`src/rtl/spi_eeprom_cmd_arbiter_if.sv`:
```
// rtl/spi_eeprom_cmd_arbiter_if.sv - requester and SPI-master bus bundle for spi_eeprom_cmd_arbiter
interface spi_eeprom_cmd_arbiter_if #(
  parameter int NREQ = 2
);
  logic [NREQ-1:0]   req;
  logic [NREQ-1:0]   rnw;
  logic [7*NREQ-1:0] addr;
  logic [8*NREQ-1:0] wdata;
  logic [NREQ-1:0]   gnt;
  logic [NREQ-1:0]   ack;
  logic [7:0]        rdata;
  logic              err;
  logic [31:0]       cmd_word;
  logic [31:0]       rsp_word;
  logic              busy;

  modport slave (
    input  req, rnw, addr, wdata, rsp_word,
    output gnt, ack, rdata, err, cmd_word, busy
  );

  modport master (
    output req, rnw, addr, wdata, rsp_word,
    input  gnt, ack, rdata, err, cmd_word, busy
  );
endinterface

```
`src/rtl/spi_eeprom_cmd_arbiter.sv`:
```
// rtl/spi_eeprom_cmd_arbiter.sv - round-robin arbiter building SPI EEPROM command words
// SPI_ARB_TIMEOUT_EN adds a WAIT-state watchdog that completes the transaction with err.
module spi_eeprom_cmd_arbiter #(
  parameter int NREQ           = 2,
  parameter int GAP_CYCLES     = 4,
  parameter int TIMEOUT_CYCLES = 4096
) (
  input logic                     clk,
  input logic                     rst,
  spi_eeprom_cmd_arbiter_if.slave bus
);
  localparam int IW = (NREQ > 1) ? $clog2(NREQ) : 1;
  localparam int GW = (GAP_CYCLES > 1) ? $clog2(GAP_CYCLES) : 1;

  typedef enum logic [2:0] {IDLE, ISSUE, WAIT, DONE, GAP} state_t;

  state_t          state_q, state_n;
  logic [IW-1:0]   idx_q, idx_n;
  logic [IW-1:0]   rr_q, rr_n;
  logic            rnw_q, rnw_n;
  logic [6:0]      addr_q, addr_n;
  logic [7:0]      wdata_q, wdata_n;
  logic [7:0]      rdata_q, rdata_n;
  logic [GW-1:0]   gap_q, gap_n;
`ifdef SPI_ARB_TIMEOUT_EN
  logic [15:0]     to_q, to_n;
  logic            err_q, err_n;
`else
  localparam int unused_timeout = TIMEOUT_CYCLES;
`endif

  logic [6:0]      addr_a  [NREQ];
  logic [7:0]      wdata_a [NREQ];
  logic            found;
  logic [IW-1:0]   win;
  logic [IW-1:0]   cand;
  logic [NREQ-1:0] gnt_c, ack_c;
  logic [31:0]     cmd_c;
  logic            unused_rsp;

  for (genvar g = 0; g < NREQ; g++) begin : g_unpack
    assign addr_a[g]  = bus.addr[7*g +: 7];
    assign wdata_a[g] = bus.wdata[8*g +: 8];
  end

  assign unused_rsp = ^{bus.rsp_word[30:15], bus.rsp_word[6:0]};

  // Round-robin search: first requester at or above rr_q, wrapping.
  always_comb begin
    found = 1'b0;
    win   = '0;
    cand  = '0;
    for (int k = 0; k < NREQ; k++) begin
      cand = IW'((int'(rr_q) + k) % NREQ);
      if (!found && bus.req[cand]) begin
        found = 1'b1;
        win   = cand;
      end
    end
  end

  always_comb begin
    state_n = state_q;
    idx_n   = idx_q;
    rr_n    = rr_q;
    rnw_n   = rnw_q;
    addr_n  = addr_q;
    wdata_n = wdata_q;
    rdata_n = rdata_q;
    gap_n   = gap_q;
`ifdef SPI_ARB_TIMEOUT_EN
    to_n    = to_q;
    err_n   = err_q;
`endif
    case (state_q)
      IDLE: begin
        if (found) begin
          idx_n   = win;
          rnw_n   = bus.rnw[win];
          addr_n  = addr_a[win];
          wdata_n = wdata_a[win];
          state_n = ISSUE;
        end
      end
      ISSUE: begin
        state_n = WAIT;
`ifdef SPI_ARB_TIMEOUT_EN
        to_n    = '0;
        err_n   = 1'b0;
`endif
      end
      WAIT: begin
        // Ready takes priority over a watchdog expiry in the same cycle.
        if (bus.rsp_word[31]) begin
          if (rnw_q) rdata_n = bus.rsp_word[14:7];
          state_n = DONE;
        end
`ifdef SPI_ARB_TIMEOUT_EN
        else if (to_q == 16'(TIMEOUT_CYCLES - 1)) begin
          err_n   = 1'b1;
          state_n = DONE;
        end else begin
          to_n = to_q + 16'd1;
        end
`endif
      end
      DONE: begin
        rr_n    = (idx_q == IW'(NREQ - 1)) ? '0 : idx_q + 1'b1;
        gap_n   = '0;
        state_n = GAP;
      end
      GAP: begin
        if (gap_q == GW'(GAP_CYCLES - 1)) state_n = IDLE;
        else                              gap_n   = gap_q + 1'b1;
      end
      default: state_n = IDLE;
    endcase
  end

  always_ff @(posedge clk) begin
    if (rst) begin
      state_q <= IDLE;
      idx_q   <= '0;
      rr_q    <= '0;
      rnw_q   <= 1'b0;
      addr_q  <= '0;
      wdata_q <= '0;
      rdata_q <= '0;
      gap_q   <= '0;
`ifdef SPI_ARB_TIMEOUT_EN
      to_q    <= '0;
      err_q   <= 1'b0;
`endif
    end else begin
      state_q <= state_n;
      idx_q   <= idx_n;
      rr_q    <= rr_n;
      rnw_q   <= rnw_n;
      addr_q  <= addr_n;
      wdata_q <= wdata_n;
      rdata_q <= rdata_n;
      gap_q   <= gap_n;
`ifdef SPI_ARB_TIMEOUT_EN
      to_q    <= to_n;
      err_q   <= err_n;
`endif
    end
  end

  // Outputs decode from the latched operands only, so requester changes mid-transaction are invisible.
  always_comb begin
    gnt_c = '0;
    ack_c = '0;
    cmd_c = '0;
    if (state_q == ISSUE || state_q == WAIT) begin
      gnt_c[idx_q] = 1'b1;
      cmd_c = {1'b0, 1'b1, rnw_q, 14'b0, (rnw_q ? 8'h00 : wdata_q), addr_q};
    end
    if (state_q == DONE) ack_c[idx_q] = 1'b1;
  end

  assign bus.gnt      = gnt_c;
  assign bus.ack      = ack_c;
  assign bus.cmd_word = cmd_c;
  assign bus.rdata    = rdata_q;
  assign bus.busy     = (state_q != IDLE);
`ifdef SPI_ARB_TIMEOUT_EN
  assign bus.err      = (state_q == DONE) && err_q;
`else
  assign bus.err      = 1'b0;
`endif
endmodule

```
`src/flat_wrapper.sv`:
```
// flat-port wrapper written by rule: the top's interface ports become plain ports
module spi_eeprom_cmd_arbiter_flat 
#(
  parameter int NREQ           = 2,
  parameter int GAP_CYCLES     = 4,
  parameter int TIMEOUT_CYCLES = 4096
)
  (clk, rst, bus_req, bus_rnw, bus_addr, bus_wdata, bus_rsp_word, bus_gnt, bus_ack, bus_rdata, bus_err, bus_cmd_word, bus_busy);
  spi_eeprom_cmd_arbiter_if #(.NREQ(NREQ)) bus_i ();
  input logic clk;
  input logic rst;
  input wire logic [$bits(bus_i.req)-1:0] bus_req;
  input wire logic [$bits(bus_i.rnw)-1:0] bus_rnw;
  input wire logic [$bits(bus_i.addr)-1:0] bus_addr;
  input wire logic [$bits(bus_i.wdata)-1:0] bus_wdata;
  input wire logic [$bits(bus_i.rsp_word)-1:0] bus_rsp_word;
  output wire logic [$bits(bus_i.gnt)-1:0] bus_gnt;
  output wire logic [$bits(bus_i.ack)-1:0] bus_ack;
  output wire logic [$bits(bus_i.rdata)-1:0] bus_rdata;
  output wire logic [$bits(bus_i.err)-1:0] bus_err;
  output wire logic [$bits(bus_i.cmd_word)-1:0] bus_cmd_word;
  output wire logic [$bits(bus_i.busy)-1:0] bus_busy;
  assign bus_i.req = bus_req;
  assign bus_i.rnw = bus_rnw;
  assign bus_i.addr = bus_addr;
  assign bus_i.wdata = bus_wdata;
  assign bus_i.rsp_word = bus_rsp_word;
  assign bus_gnt = bus_i.gnt;
  assign bus_ack = bus_i.ack;
  assign bus_rdata = bus_i.rdata;
  assign bus_err = bus_i.err;
  assign bus_cmd_word = bus_i.cmd_word;
  assign bus_busy = bus_i.busy;
  spi_eeprom_cmd_arbiter #(.NREQ(NREQ), .GAP_CYCLES(GAP_CYCLES), .TIMEOUT_CYCLES(TIMEOUT_CYCLES)) u_core (.clk(clk), .rst(rst), .bus(bus_i));
endmodule
```
`config.mk`:
```
export PLATFORM = sky130hd
export DESIGN_NAME = spi_eeprom_cmd_arbiter_flat
export DESIGN_NICKNAME = d
export VERILOG_FILES = /design/src/rtl/spi_eeprom_cmd_arbiter_if.sv /design/src/rtl/spi_eeprom_cmd_arbiter.sv /design/src/flat_wrapper.sv
export SDC_FILE = /design/constraint.sdc
export NUM_CORES = 1
export LEC_CHECK = 0
export ABC_AREA = 1
export BUFFER_PORTS_ARGS = -buffer_cell sky130_fd_sc_hd__buf_2
export CAP_MARGIN = 30
export CORE_MARGIN = 1.5
export CORE_UTILIZATION = 40
export CTS_BUF_LIST = sky130_fd_sc_hd__clkbuf_8
export CTS_CLUSTER_DIAMETER = 60
export DETAILED_ROUTE_END_ITERATION = 10
export PLACE_DENSITY = 0.76
export REMOVE_ABC_BUFFERS = 1
export SYNTH_ARGS = -nofsm -noshare
export SYNTH_HDL_FRONTEND = slang
export SYNTH_SLANG_ARGS = --single-unit
```
`constraint.sdc`:
```
create_clock -name clk -period 3.08 [get_ports clk]
set_clock_uncertainty 0.1 [all_clocks]
set_input_delay 0.462 -clock clk [delete_from_list [all_inputs] [get_ports clk]]
set_output_delay 0.462 -clock clk [all_outputs]
set_load 0.1 [all_outputs]
```
==> summary.txt <==
Status
  • Status: finished, final reports clean

Critical path
  • Data required time of the critical path: 2.52 ns
  • Largest incremental delay on the critical path: roughly 0.55 ns
  • Critical path peak fanout: 20
  • Critical Path Sink Type: output pin
  • Cells along the critical path: nor2_2, or2_1, nor2_1, buf_2
  • Critical register-to-register path startpoint: u_core.rr_q$_SDFFE_PP0P_
  • Family with the most delay on the worst path: simple AND/OR/NAND/NOR gates
  • Data arrival at the endpoint of the critical path: ~2.1 ns
  • Origin of the worst setup path: u_core.state_q[1]$_SDFFE_PP0P_
  • Worst setup SP type: flop
  • Master of the slowest instance on the critical path: sky130_fd_sc_hd__or2_1
  • Critical path class: reg2out
  • Count of buffering cells on the critical path with inverters included: 1

GRT
  • Pin count of the biggest net entering global routing: 34
  • Wire length of the first global-routing pass: 6830 um
  • Antenna violations before repair: 0
  • Total gr overflow: 0
  • Global-route total usage across every layer: between 15 and 20%
  • Number of global-route vias before repair: 1591

Logic synthesis
  • Synth unique cells: 23
  • Mean instance size in the synthesized netlist: 6.42 sq um
  • Cell area after synthesis: between 1500 and 2000 sq um
  • Area share of the largest cell type after synthesis: between 30 and 40%
  • Count of mapped cells out of synthesis: 282
  • Largest area contributor in the synthesized netlist: sky130_fd_sc_hd__dfxtp_1
  • Synthesis-stage register bit count: 31
  • YS warnings: 0
  • Area contributors post-synth: sky130_fd_sc_hd__dfxtp_1, sky130_fd_sc_hd__nand2_1, sky130_fd_sc_hd__nor2_1
  • Sequential share of the synthesized area: between 30% and 40%

Timing
  • Post-route worst setup slack: 0.470 ns
  • Total Negative Setup Slacks: 0 ns
  • Max-slew violation count: 0
  • Timing-limited maximum frequency: 0.383 GHz
  • Time the final worst path needs with I/O delays and setup: around 2.6 ns
  • Normalized max-slew margin: approximately two fifths
  • Final setup violation count: 0
  • Worst Max-Slew Pin Slew: slightly below 0.9 ns
  • RSZ-0062 raised after global routing: no
  • Final hold slack: 0.310 ns
  • Hold Violations, Final: 0
  • Period utilization: 84.7%

Die
  • I/O pin total: 114
  • Horizontal die dimension: 70.3 um
  • Core region area: about 4400 sq um
  • Number of standard-cell rows in the floorplan: 24
  • Initial cell density of the core: around 42%
  • Die ar.: 4940 sq um
  • Die Y: 70.3 um

CTS
  • H-tree depth: 2
  • Number of buffers inserted to repair setup after CTS: 0
  • Clock buffers created by TritonCTS: 5
  • Resized cells post-CTS: 0
  • Cts hold-fix bufs: 0
  • Worst-skew pair later-pin latency: roughly 0.27 ns
  • Clock tree from TritonCTS: built
  • Clk sink count: 31
  • Max Root-Sink Buffers: 2
  • Reg clk slew, reported paths: about 0.06 ns
  • Root buffer cell: sky130_fd_sc_hd__clkbuf_8

Place
  • Setup slack at placement: between 0.7 and 0.8 ns
  • Final Wtd Congestion: 0.718
  • # port buffers: 74
  • DP Cell Count: about 400
  • Estimated wirelength of the detail-placed design: about 2700 um

Pwr
  • Leakage power: between 1 and 1.5 nW
  • Ratio of total power to cell area: 756 nW/um^2
  • Switching share of power: roughly half
  • Relative contribution of sequential cells to total power: a little under a third
  • Worst vdd rail ir drop: 0.276 mV
  • P_sw: between 0.8 and 0.9 mW
  • Combinational group share of total power: between 40 and 50%
  • P_int: 0.803 mW
  • Proportion of power drawn by the clock network: 20.4%

Layout
  • # diodes: 0
  • Number of cells in the finished layout apart from fillers: 402
  • Number of fill cells in the layout: 464
  • Number of nets in the layout: 418
  • Fraction of layout instances using a drive strength above 1: 27.4%
  • Area growth, synth to finish: 20.5%

Job
  • Total of max-cap violations: 0

Detailed routing
  • Drt total wl: 3920 um
  • Residual DRC count: 0
  • Via count of the routed design: 1807
  • Number of optimization iterations in the first detailed-route pass: 4
  • Wirelength per Cell: 9.75 um
  • Vias per cell: approximately 4.5
  • Count of nets left with antenna violations after detail routing: 0
  • First-iteration detailed-routing DRC count: about 100

Min path
  • Class of the worst hold path: in2reg
  • Worst hold path startpoint: bus_rsp_word[10]
-- area by class of cell --
cell class	count	area, sq um	area share (%)
clock inverter	1	3.75	0.172
multi-input combinational	210	923	42.3
sequential	31	621	28.5
inverter	27	101	4.65
timing repair buffer	74	370	17.0
tap	52	65.1	2.98
clock buffer	7	96.3	4.42
-- worst paths after layout --
kind,cells past startpoint,slack (ns),to
min reg2reg,2,0.40,u_core.gap_q[1]$_SDFFE_PP0P_
max reg2reg,7,1.36,u_core.wdata_q[7]$_SDFFE_PP0P_
max,4,0.47,bus_cmd_word[5]
min,3,0.31,u_core.bus.rdata[3]$_SDFFE_PP0P_
-- synth_stat cells, drive strengths merged --
library cell and n:
nand3 21, or2 1, nor3 9, a21oi 4, clkbuf 2, inv 27, ha 1, nand4 3
conb 1, buf 27, nand2 77, nand3b 1, o21ai 8, nor2 69, dfxtp 31
-- worst min-delay path, delay by kind of cell --
kind	cells	cell delay [ns]
and+or+nand+nor	2	0.11
buffers and inverters	1	0.07
-- cells in the final DEF, fill, tap and decap left out, drive strengths merged --
master  count
nand2      77
buf        74
nor2       69
dfxtp      31
inv        28
nand3      21
conb       16
nor3        9
o21ai       8
clkbuf      7
a21oi       4
nand4       3
or2         1
nand3b      1
ha          1
-- per-stage QoR --
stage                     instance area [sq um]  utilization, %  power, mW
after CTS                                  2180            50.1       1.67
final                                      2180            50.1       1.65
after floorplan                            1650               -       1.19
after global placement                     2080            47.8       1.31
after detailed placement                   2080            47.8       1.32
after global routing                       2180            50.1       1.75
-- registers in the layout, indices dropped and copies added (netlist names) --
name	cells
u_core.bus.rdata	8
u_core.gap_q	2
u_core.state_q	3
u_core.idx_q	1
u_core.rnw_q	1
u_core.wdata_q	8
u_core.rr_q	1
u_core.addr_q	7
-- logic make-up after synthesis --
| kind of cell | Yosys count | synth area share [%] |
|---|---|---|
| AND/OR/NAND/NOR | 181 | 43.7 |
| other | 1 | 0.207 |
| buffers and inverters | 56 | 17.8 |
| adder cells (fa/ha/maj) | 1 | 0.691 |
| AO/OA/AOI/OAI | 12 | 3.32 |
| flip-flops | 31 | 34.3 |
-- metal layers --
layer | wire length (um) | GRT usage [%]
met1 | 1850 | 21.7
met3 | 224 | 4.47
met5 | 0 | 0
met2 | 1810 | 28.1
met4 | 34 | 4.27
-- power groups by stage --
stage	Sequential (mW)	Clock (mW)	Combinational, mW
floorplan	0.522	0	0.665
global placement	0.501	0	0.813
detailed placement	0.503	0	0.820
CTS	0.494	0.351	0.822
global route	0.501	0.363	0.883
finish	0.494	0.337	0.817
(Power assumes the default switching activity.)
